--- src/rtl/arm_mc_pkg.sv ---
// Shared types and encodings for the multicycle ARM control unit.
package arm_mc_pkg;

    typedef enum logic [3:0] {
        S_FETCH,
        S_DECODE,
        S_MEMADR,
        S_MEMREAD,
        S_MEMWB,
        S_MEMWRITE,
        S_EXECUTER,
        S_EXECUTEI,
        S_ALUWB,
        S_BRANCH,
        S_UNKNOWN
    } state_t;

    localparam logic [1:0] ALU_ADD = 2'b00;
    localparam logic [1:0] ALU_SUB = 2'b01;
    localparam logic [1:0] ALU_AND = 2'b10;
    localparam logic [1:0] ALU_ORR = 2'b11;

    localparam logic [1:0] SRCB_WD   = 2'b00;
    localparam logic [1:0] SRCB_IMM  = 2'b01;
    localparam logic [1:0] SRCB_FOUR = 2'b10;

    localparam logic [1:0] RES_ALUOUT = 2'b00;
    localparam logic [1:0] RES_DATA   = 2'b01;
    localparam logic [1:0] RES_ALU    = 2'b10;

    localparam logic [1:0] OP_DP  = 2'b00;
    localparam logic [1:0] OP_MEM = 2'b01;
    localparam logic [1:0] OP_BR  = 2'b10;
    localparam logic [1:0] OP_UND = 2'b11;

    // flags = {N, Z, C, V}
    function automatic logic cond_holds(input logic [3:0] cond, input logic [3:0] flags);
        logic n, z, c, v, ge;
        n  = flags[3];
        z  = flags[2];
        c  = flags[1];
        v  = flags[0];
        ge = (n == v);
        case (cond)
            4'b0000: cond_holds = z;
            4'b0001: cond_holds = ~z;
            4'b0010: cond_holds = c;
            4'b0011: cond_holds = ~c;
            4'b0100: cond_holds = n;
            4'b0101: cond_holds = ~n;
            4'b0110: cond_holds = v;
            4'b0111: cond_holds = ~v;
            4'b1000: cond_holds = c & ~z;
            4'b1001: cond_holds = ~(c & ~z);
            4'b1010: cond_holds = ge;
            4'b1011: cond_holds = ~ge;
            4'b1100: cond_holds = ~z & ge;
            4'b1101: cond_holds = ~(~z & ge);
            4'b1110: cond_holds = 1'b1;
            default: cond_holds = 1'b0;
        endcase
    endfunction

endpackage

--- src/rtl/arm_mc_condlogic.sv ---
// Condition evaluation, NZCV flag register and the per-instruction CondExR latch.
module arm_mc_condlogic
    import arm_mc_pkg::*;
(
    input  logic       clk,
    input  logic       reset,
    input  logic [3:0] cond,
    input  logic [3:0] alu_flags,
    input  logic [1:0] flag_w,
    input  logic       cond_latch,
    output logic       cond_ex_r
);

    logic [3:0] flags;

    // Flag writes are qualified by the decision latched in DECODE, not a live re-evaluation.
    always_ff @(posedge clk) begin
        if (reset) begin
            flags     <= '0;
            cond_ex_r <= 1'b0;
        end else begin
            if (cond_latch)
                cond_ex_r <= cond_holds(cond, flags);
            if (flag_w[1] && cond_ex_r)
                flags[3:2] <= alu_flags[3:2];
            if (flag_w[0] && cond_ex_r)
                flags[1:0] <= alu_flags[1:0];
        end
    end

endmodule

--- src/rtl/arm_mc_controller.sv ---
// Multicycle ARM control unit: sequencing FSM, ALU decoder and write-strobe gating.
module arm_mc_controller
    import arm_mc_pkg::*;
(
    input  logic        clk,
    input  logic        reset,
    input  logic [19:0] Instr,
    input  logic [3:0]  ALUFlags,
    output logic        PCWrite,
    output logic        MemWrite,
    output logic        RegWrite,
    output logic        IRWrite,
    output logic        AdrSrc,
    output logic [1:0]  RegSrc,
    output logic [1:0]  ImmSrc,
    output logic        ALUSrcA,
    output logic [1:0]  ALUSrcB,
    output logic [1:0]  ALUControl,
    output logic [1:0]  ResultSrc
);

    state_t     state;
    logic [1:0] op;
    logic [5:0] funct;
    logic [3:0] cond;
    logic       unused_instr_bits;

    // Instr carries bits [31:12]; Rn/Rd are not needed by the controller.
    assign cond              = Instr[19:16];
    assign op                = Instr[15:14];
    assign funct             = Instr[13:8];
    assign unused_instr_bits = ^Instr[7:0];

    always_ff @(posedge clk) begin
        if (reset) begin
            state <= S_FETCH;
        end else begin
            case (state)
                S_FETCH:  state <= S_DECODE;
                S_DECODE: begin
                    case (op)
                        OP_MEM:  state <= S_MEMADR;
                        OP_DP:   state <= funct[5] ? S_EXECUTEI : S_EXECUTER;
                        OP_BR:   state <= S_BRANCH;
                        default: state <= S_UNKNOWN;
                    endcase
                end
                S_MEMADR:   state <= funct[0] ? S_MEMREAD : S_MEMWRITE;
                S_MEMREAD:  state <= S_MEMWB;
                S_EXECUTER: state <= S_ALUWB;
                S_EXECUTEI: state <= S_ALUWB;
                S_UNKNOWN:  state <= S_UNKNOWN;
                default:    state <= S_FETCH;
            endcase
        end
    end

    logic next_pc, ir_w, reg_w, mem_w, branch, alu_op;

    always_comb begin
        next_pc   = 1'b0;
        ir_w      = 1'b0;
        reg_w     = 1'b0;
        mem_w     = 1'b0;
        branch    = 1'b0;
        alu_op    = 1'b0;
        AdrSrc    = 1'b0;
        ALUSrcA   = 1'b0;
        ALUSrcB   = SRCB_WD;
        ResultSrc = RES_ALUOUT;
        case (state)
            S_FETCH: begin
                next_pc   = 1'b1;
                ir_w      = 1'b1;
                ALUSrcA   = 1'b1;
                ALUSrcB   = SRCB_FOUR;
                ResultSrc = RES_ALU;
            end
            S_DECODE: begin
                ALUSrcA   = 1'b1;
                ALUSrcB   = SRCB_FOUR;
                ResultSrc = RES_ALU;
            end
            S_MEMADR:   ALUSrcB = SRCB_IMM;
            S_MEMREAD:  AdrSrc  = 1'b1;
            S_MEMWB: begin
                ResultSrc = RES_DATA;
                reg_w     = 1'b1;
            end
            S_MEMWRITE: begin
                AdrSrc = 1'b1;
                mem_w  = 1'b1;
            end
            S_EXECUTER: alu_op = 1'b1;
            S_EXECUTEI: begin
                ALUSrcB = SRCB_IMM;
                alu_op  = 1'b1;
            end
            S_ALUWB:    reg_w = 1'b1;
            S_BRANCH: begin
                ALUSrcB   = SRCB_IMM;
                ResultSrc = RES_ALU;
                branch    = 1'b1;
            end
            default: ;
        endcase
    end

    logic       arith, is_cmp, no_write;
    logic [1:0] flag_w;

    always_comb begin
        ALUControl = ALU_ADD;
        arith      = 1'b0;
        if (alu_op) begin
            case (funct[4:1])
                4'b0100: begin ALUControl = ALU_ADD; arith = 1'b1; end
                4'b0010: begin ALUControl = ALU_SUB; arith = 1'b1; end
                4'b0000: ALUControl = ALU_AND;
                4'b1100: ALUControl = ALU_ORR;
                4'b1010: begin ALUControl = ALU_SUB; arith = 1'b1; end
                default: ALUControl = ALU_ADD;
            endcase
        end
    end

    // Instr is stable after FETCH, so re-decoding CMP in ALUWB keeps NoWrite held there.
    assign is_cmp   = (funct[4:1] == 4'b1010);
    assign no_write = is_cmp & (alu_op | (state == S_ALUWB));
    assign flag_w   = alu_op ? {funct[0], funct[0] & arith} : 2'b00;

    logic cond_ex_r;

    arm_mc_condlogic u_condlogic (
        .clk        (clk),
        .reset      (reset),
        .cond       (cond),
        .alu_flags  (ALUFlags),
        .flag_w     (flag_w),
        .cond_latch (state == S_DECODE),
        .cond_ex_r  (cond_ex_r)
    );

    assign PCWrite  = ~reset & (next_pc | (branch & cond_ex_r));
    assign RegWrite = ~reset & reg_w & cond_ex_r & ~no_write;
    assign MemWrite = ~reset & mem_w & cond_ex_r;
    assign IRWrite  = ~reset & ir_w;
    assign RegSrc   = {op == OP_MEM, op == OP_BR};
    assign ImmSrc   = op;

endmodule

--- config.mk ---
export PLATFORM = sky130hd
export DESIGN_NAME = arm_mc_controller
export DESIGN_NICKNAME = d
export VERILOG_FILES = /design/src/rtl/arm_mc_pkg.sv /design/src/rtl/arm_mc_condlogic.sv /design/src/rtl/arm_mc_controller.sv
export SDC_FILE = /design/constraint.sdc
export NUM_CORES = 1
export LEC_CHECK = 0
export BUFFER_PORTS_ARGS = -buffer_cell sky130_fd_sc_hd__buf_2
export CORE_MARGIN = 2
export CORE_UTILIZATION = 45
export CTS_CLUSTER_DIAMETER = 60
export DETAILED_ROUTE_END_ITERATION = 8
export PLACE_DENSITY = 0.84
export SETUP_SLACK_MARGIN = 0.3
export SYNTH_ARGS = -nofsm -noshare
export SYNTH_HDL_FRONTEND = slang
export SYNTH_HIERARCHICAL = 1
export SYNTH_SLANG_ARGS = --single-unit
--- constraint.sdc ---
create_clock -name clk -period 1.63 [get_ports clk]
set_input_delay 0.2445 -clock clk [delete_from_list [all_inputs] [get_ports clk]]
set_output_delay 0.2445 -clock clk [all_outputs]
set_load 0.05 [all_outputs]
==> results.py <==
metrics = {
    "placement": {
        "dp_cells": 177,
        "place_area_mm2": 0.00125,
        "portBuffers": 33,
        "detailedPlace.worstSlack_ns": 0.0668,
        "dpl.hpwl_um": 1810,
        "gp_congestion": 0.915,
    },
    "synthesis": {
        "fraction_of_synthesized_cell_area_taken_by_the_top_area_cell_type_pct": 20.9,
        "ys_async_sr_fraction_pct": 0,
        "synth_nets": 142,
        "synth_flop_type": "sky130_fd_sc_hd__dfxtp_1",
        "yosys.cell_types.count": 44,
        "yosys-top-cells-area": "sky130_fd_sc_hd__dfxtp_1 (21%), sky130_fd_sc_hd__a21oi_1 (4.6%), sky130_fd_sc_hd__buf_4 (4.4%)",
        "synthesis.yosys.warnings": 6,
        "ys_seq_elements": 9,
        "netlist.top_cell.by_area": "sky130_fd_sc_hd__dfxtp_1",
        "postSynthAreaPerCell_um2": 7.43,
        "seq_area_frac_synth_pct": 20.9,
        "post_synth_edffs": 0,
        "post_synth_inst_count": 116,
        "syn_area_um2": 862,
    },
    "pwr": {
        "max-vdd-ir-drop_mv": 0.625,
        "finalPower_w": 0.00109,
        "p_leak_nw": 0.677,
        "power-per-cell-area_mw_per_mm2": 666,
    },
    "cells_and_area": {
        "design.final.nets": 195,
        "share_of_cells_above_drive_strength_1_pct": 62.5,
        "post-route-cell-area_mm2": 0.00164,
        "diode_insertion_count_for_antenna_repair": 0,
        "post_layout_nonfiller_instances": 193,
        "n_fill_cell": 66,
        "area.growth.synth_to_final_pct": 90.4,
        "mostFrequentLayoutCell": "sky130_fd_sc_hd__buf_2",
        "final_cell_mix": "sky130_fd_sc_hd__buf_2 (21), sky130_fd_sc_hd__buf_6 (20), sky130_fd_sc_hd__buf_4 (16)",
    },
    "timing": {
        "number_of_failing_hold_endpoints_at_the_final_stage": 0,
        "finalCriticalPeriod_ns": 1.76,
        "timing.hold.ws_ns": 0.216,
        "min_period_over_period_pct": 108,
        "finalSetupViolations": 7,
        "worst_slack_ns": -0.129,
        "max_freq_ghz": 0.569,
        "unrepaired_setup_endpoints_after_global_routing": "true",
        "worst-slew-pin-transition_ns": 0.385,
        "worst_clock_skew_ns": 0.00553,
        "slew_headroom_pct": 74.1,
        "timing.final.max_slew_violations": 0,
    },
    "clock_tree": {
        "clk_root_buffer_cell": "sky130_fd_sc_hd__clkbuf_4",
        "cts_hold_buf": 0,
        "worstSkewPairLatency_ns": 0.28,
        "clk_transition_reported_paths_ns": 0.07,
        "cts_num_sinks": 9,
        "cts_inserted_buffers": 3,
        "tritoncts_clock_tree": "built",
        "cts-root-to-sink-buffers": 2,
        "cts.htree.levels": 1,
    },
    "routing": {
        "wl_um": 4410,
        "final_antenna_net_count": 0,
        "first_iter_violations": 90,
        "routedWlPerCell_um": 22.9,
        "detail_route.first_pass.iterations": 4,
        "route.detailed.vias_per_inst": 6.67,
        "post_route_drc": 0,
        "vias": 1287,
    },
    "worst_setup_path": {
        "critPathMaxFanout": 5,
        "critPathSlowestCell": "sky130_fd_sc_hd__dfxtp_4",
        "worst-setup-path-type": "reg -> out",
        "critPathLaunchType": "flop",
        "crit_path_max_incr_delay_ns": 0.40,
        "cp_data_required_time_ns": 1.39,
        "path_cells": "buf_8 -> nand3b_4 -> nor4_4 -> buf_6",
        "critPathCaptureType": "output port",
        "cp_data_arrival_time_ns": 1.51,
    },
    "floorplan": {
        "start_util_pct": 48.9,
        "die_height_um": 47.8,
        "placeableCoreArea_mm2": 0.00176,
        "number_of_top_level_pins": 42,
        "die_x_um": 47.8,
        "floorplan.die_area_mm2": 0.00228,
        "placement_rows": 15,
    },
    "run_status": {
        "status": "finished, violations left",
        "failing_checks": "setup timing",
    },
    "grt": {
        "antenna_found_initial": 0,
        "met1_usage_pct": 33.5,
        "grt_start_max_net_pins": 11,
        "groute.layer.met2.usage_pct": 47.2,
        "grt_pass1_wl_um": 4530,
        "grt_remaining_overflow": 0,
        "most_crowded_layer_gr": "met2",
        "first_global_vias": 1030,
        "grt_use_total_pct": 27.9,
        "grt.met3_usage_pct": 4.53,
    },
    "flow_run": {
        "max_cap_viol_count": 0,
    },
    "worst_hold_path": {
        "min_delay_path_class": "in -> reg",
    },
}
==> logic make-up after synthesis <==
| kind of cell | after synthesis | share of synthesized area [%] |
|---|---|---|
| and+or+nand+nor | 53 | 36.6 |
| AOI/OAI and AO/OA | 30 | 24.8 |
| muxes | 1 | 1.31 |
| DFF | 9 | 20.9 |
| buffers and inverters | 18 | 11.3 |
| xor gates and xnor gates | 5 | 5.08 |
==> synthesized netlist by cell type (2+ instances only) <==
cell type / count
sky130_fd_sc_hd__dfxtp_1: 9
sky130_fd_sc_hd__o31a_1: 2
sky130_fd_sc_hd__a21oi_1: 8
sky130_fd_sc_hd__buf_2: 3
sky130_fd_sc_hd__nor4_1: 2
sky130_fd_sc_hd__o21ai_0: 2
sky130_fd_sc_hd__inv_1: 5
sky130_fd_sc_hd__nand2_1: 9
sky130_fd_sc_hd__a211oi_1: 4
sky130_fd_sc_hd__nand3b_1: 2
sky130_fd_sc_hd__xnor2_1: 3
sky130_fd_sc_hd__o21ai_1: 2
sky130_fd_sc_hd__clkbuf_1: 3
sky130_fd_sc_hd__and3b_1: 2
sky130_fd_sc_hd__nor2b_1: 3
sky130_fd_sc_hd__a31oi_1: 2
sky130_fd_sc_hd__nand3_1: 5
sky130_fd_sc_hd__nand2b_1: 6
sky130_fd_sc_hd__nor3_1: 7
sky130_fd_sc_hd__nor2_1: 7
sky130_fd_sc_hd__nor4b_1: 2
sky130_fd_sc_hd__buf_4: 5
sky130_fd_sc_hd__xor2_1: 2
==> layer usage <==
metal / wire length [um] / up-vias
met2: 2040 / 131
met1: 1530 / 584
met3: 483 / 39
met4: 359 / 0
met5: 0 / -
li1: - / 533
==> metrics by stage <==
step                      util, %  setup TNS (ns)
final                        93.0          -0.316
after global routing         93.0          -0.493
after CTS                    83.7         -0.0183
after detailed placement     70.7               0
after global placement       70.7               0
after floorplan                 -               0
==> final timing paths <==
check                            start               endpoint  slack, ns  depth (start not counted)
setup reg to reg              state[1]  u_condlogic/cond_ex_r      -0.02                          7
setup / recovery              state[1]          ALUControl[1]      -0.13                          4
hold / removal             ALUFlags[0]   u_condlogic/flags[0]       0.22                          3
hold reg to reg   u_condlogic/flags[1]   u_condlogic/flags[1]       0.55                          2
==> worst max-delay path, delay by kind of cell (launching register included) <==
kind                   cells  cell delay, ns
AND/OR/NAND/NOR            2            0.52
flip-flops                 1            0.40
buffers and inverters      2            0.33
==> layout make-up <==
type | instances | area, um^2 | area share (%)
Clock buffer | 4 | 26.3 | 1.60
Inverter | 6 | 28.8 | 1.75
Multi-Input combinational cell | 89 | 851 | 51.8
Sequential cell | 9 | 199 | 12.1
Tap cell | 25 | 31.3 | 1.91
Timing Repair Buffer | 60 | 505 | 30.8
==> state kept, by name, indices dropped and copies added, names as in the netlist <==
| register | flops |
|---|---|
| u_condlogic/flags | 4 |
| u_condlogic/cond_ex_r | 1 |
| state | 4 |
==> report_power, final <==
| part | switching [W] | total [W] | internal, W |
|---|---|---|---|
| Combinational | 0.000364 | 0.000640 | 0.000276 |
| Clock | 0.0000955 | 0.000191 | 0.0000950 |
| Sequential | 0.0000295 | 0.000263 | 0.000233 |
==> what timing repair did <==
action	in CTS	in global routing
gates resized for setup	40	25
endpoints found under the setup margin	15	19
endpoints found under the hold margin	0	0
pin swaps	4	5
setup buffers	6	6
No activity file was read; power rests on OpenSTA's default activity.
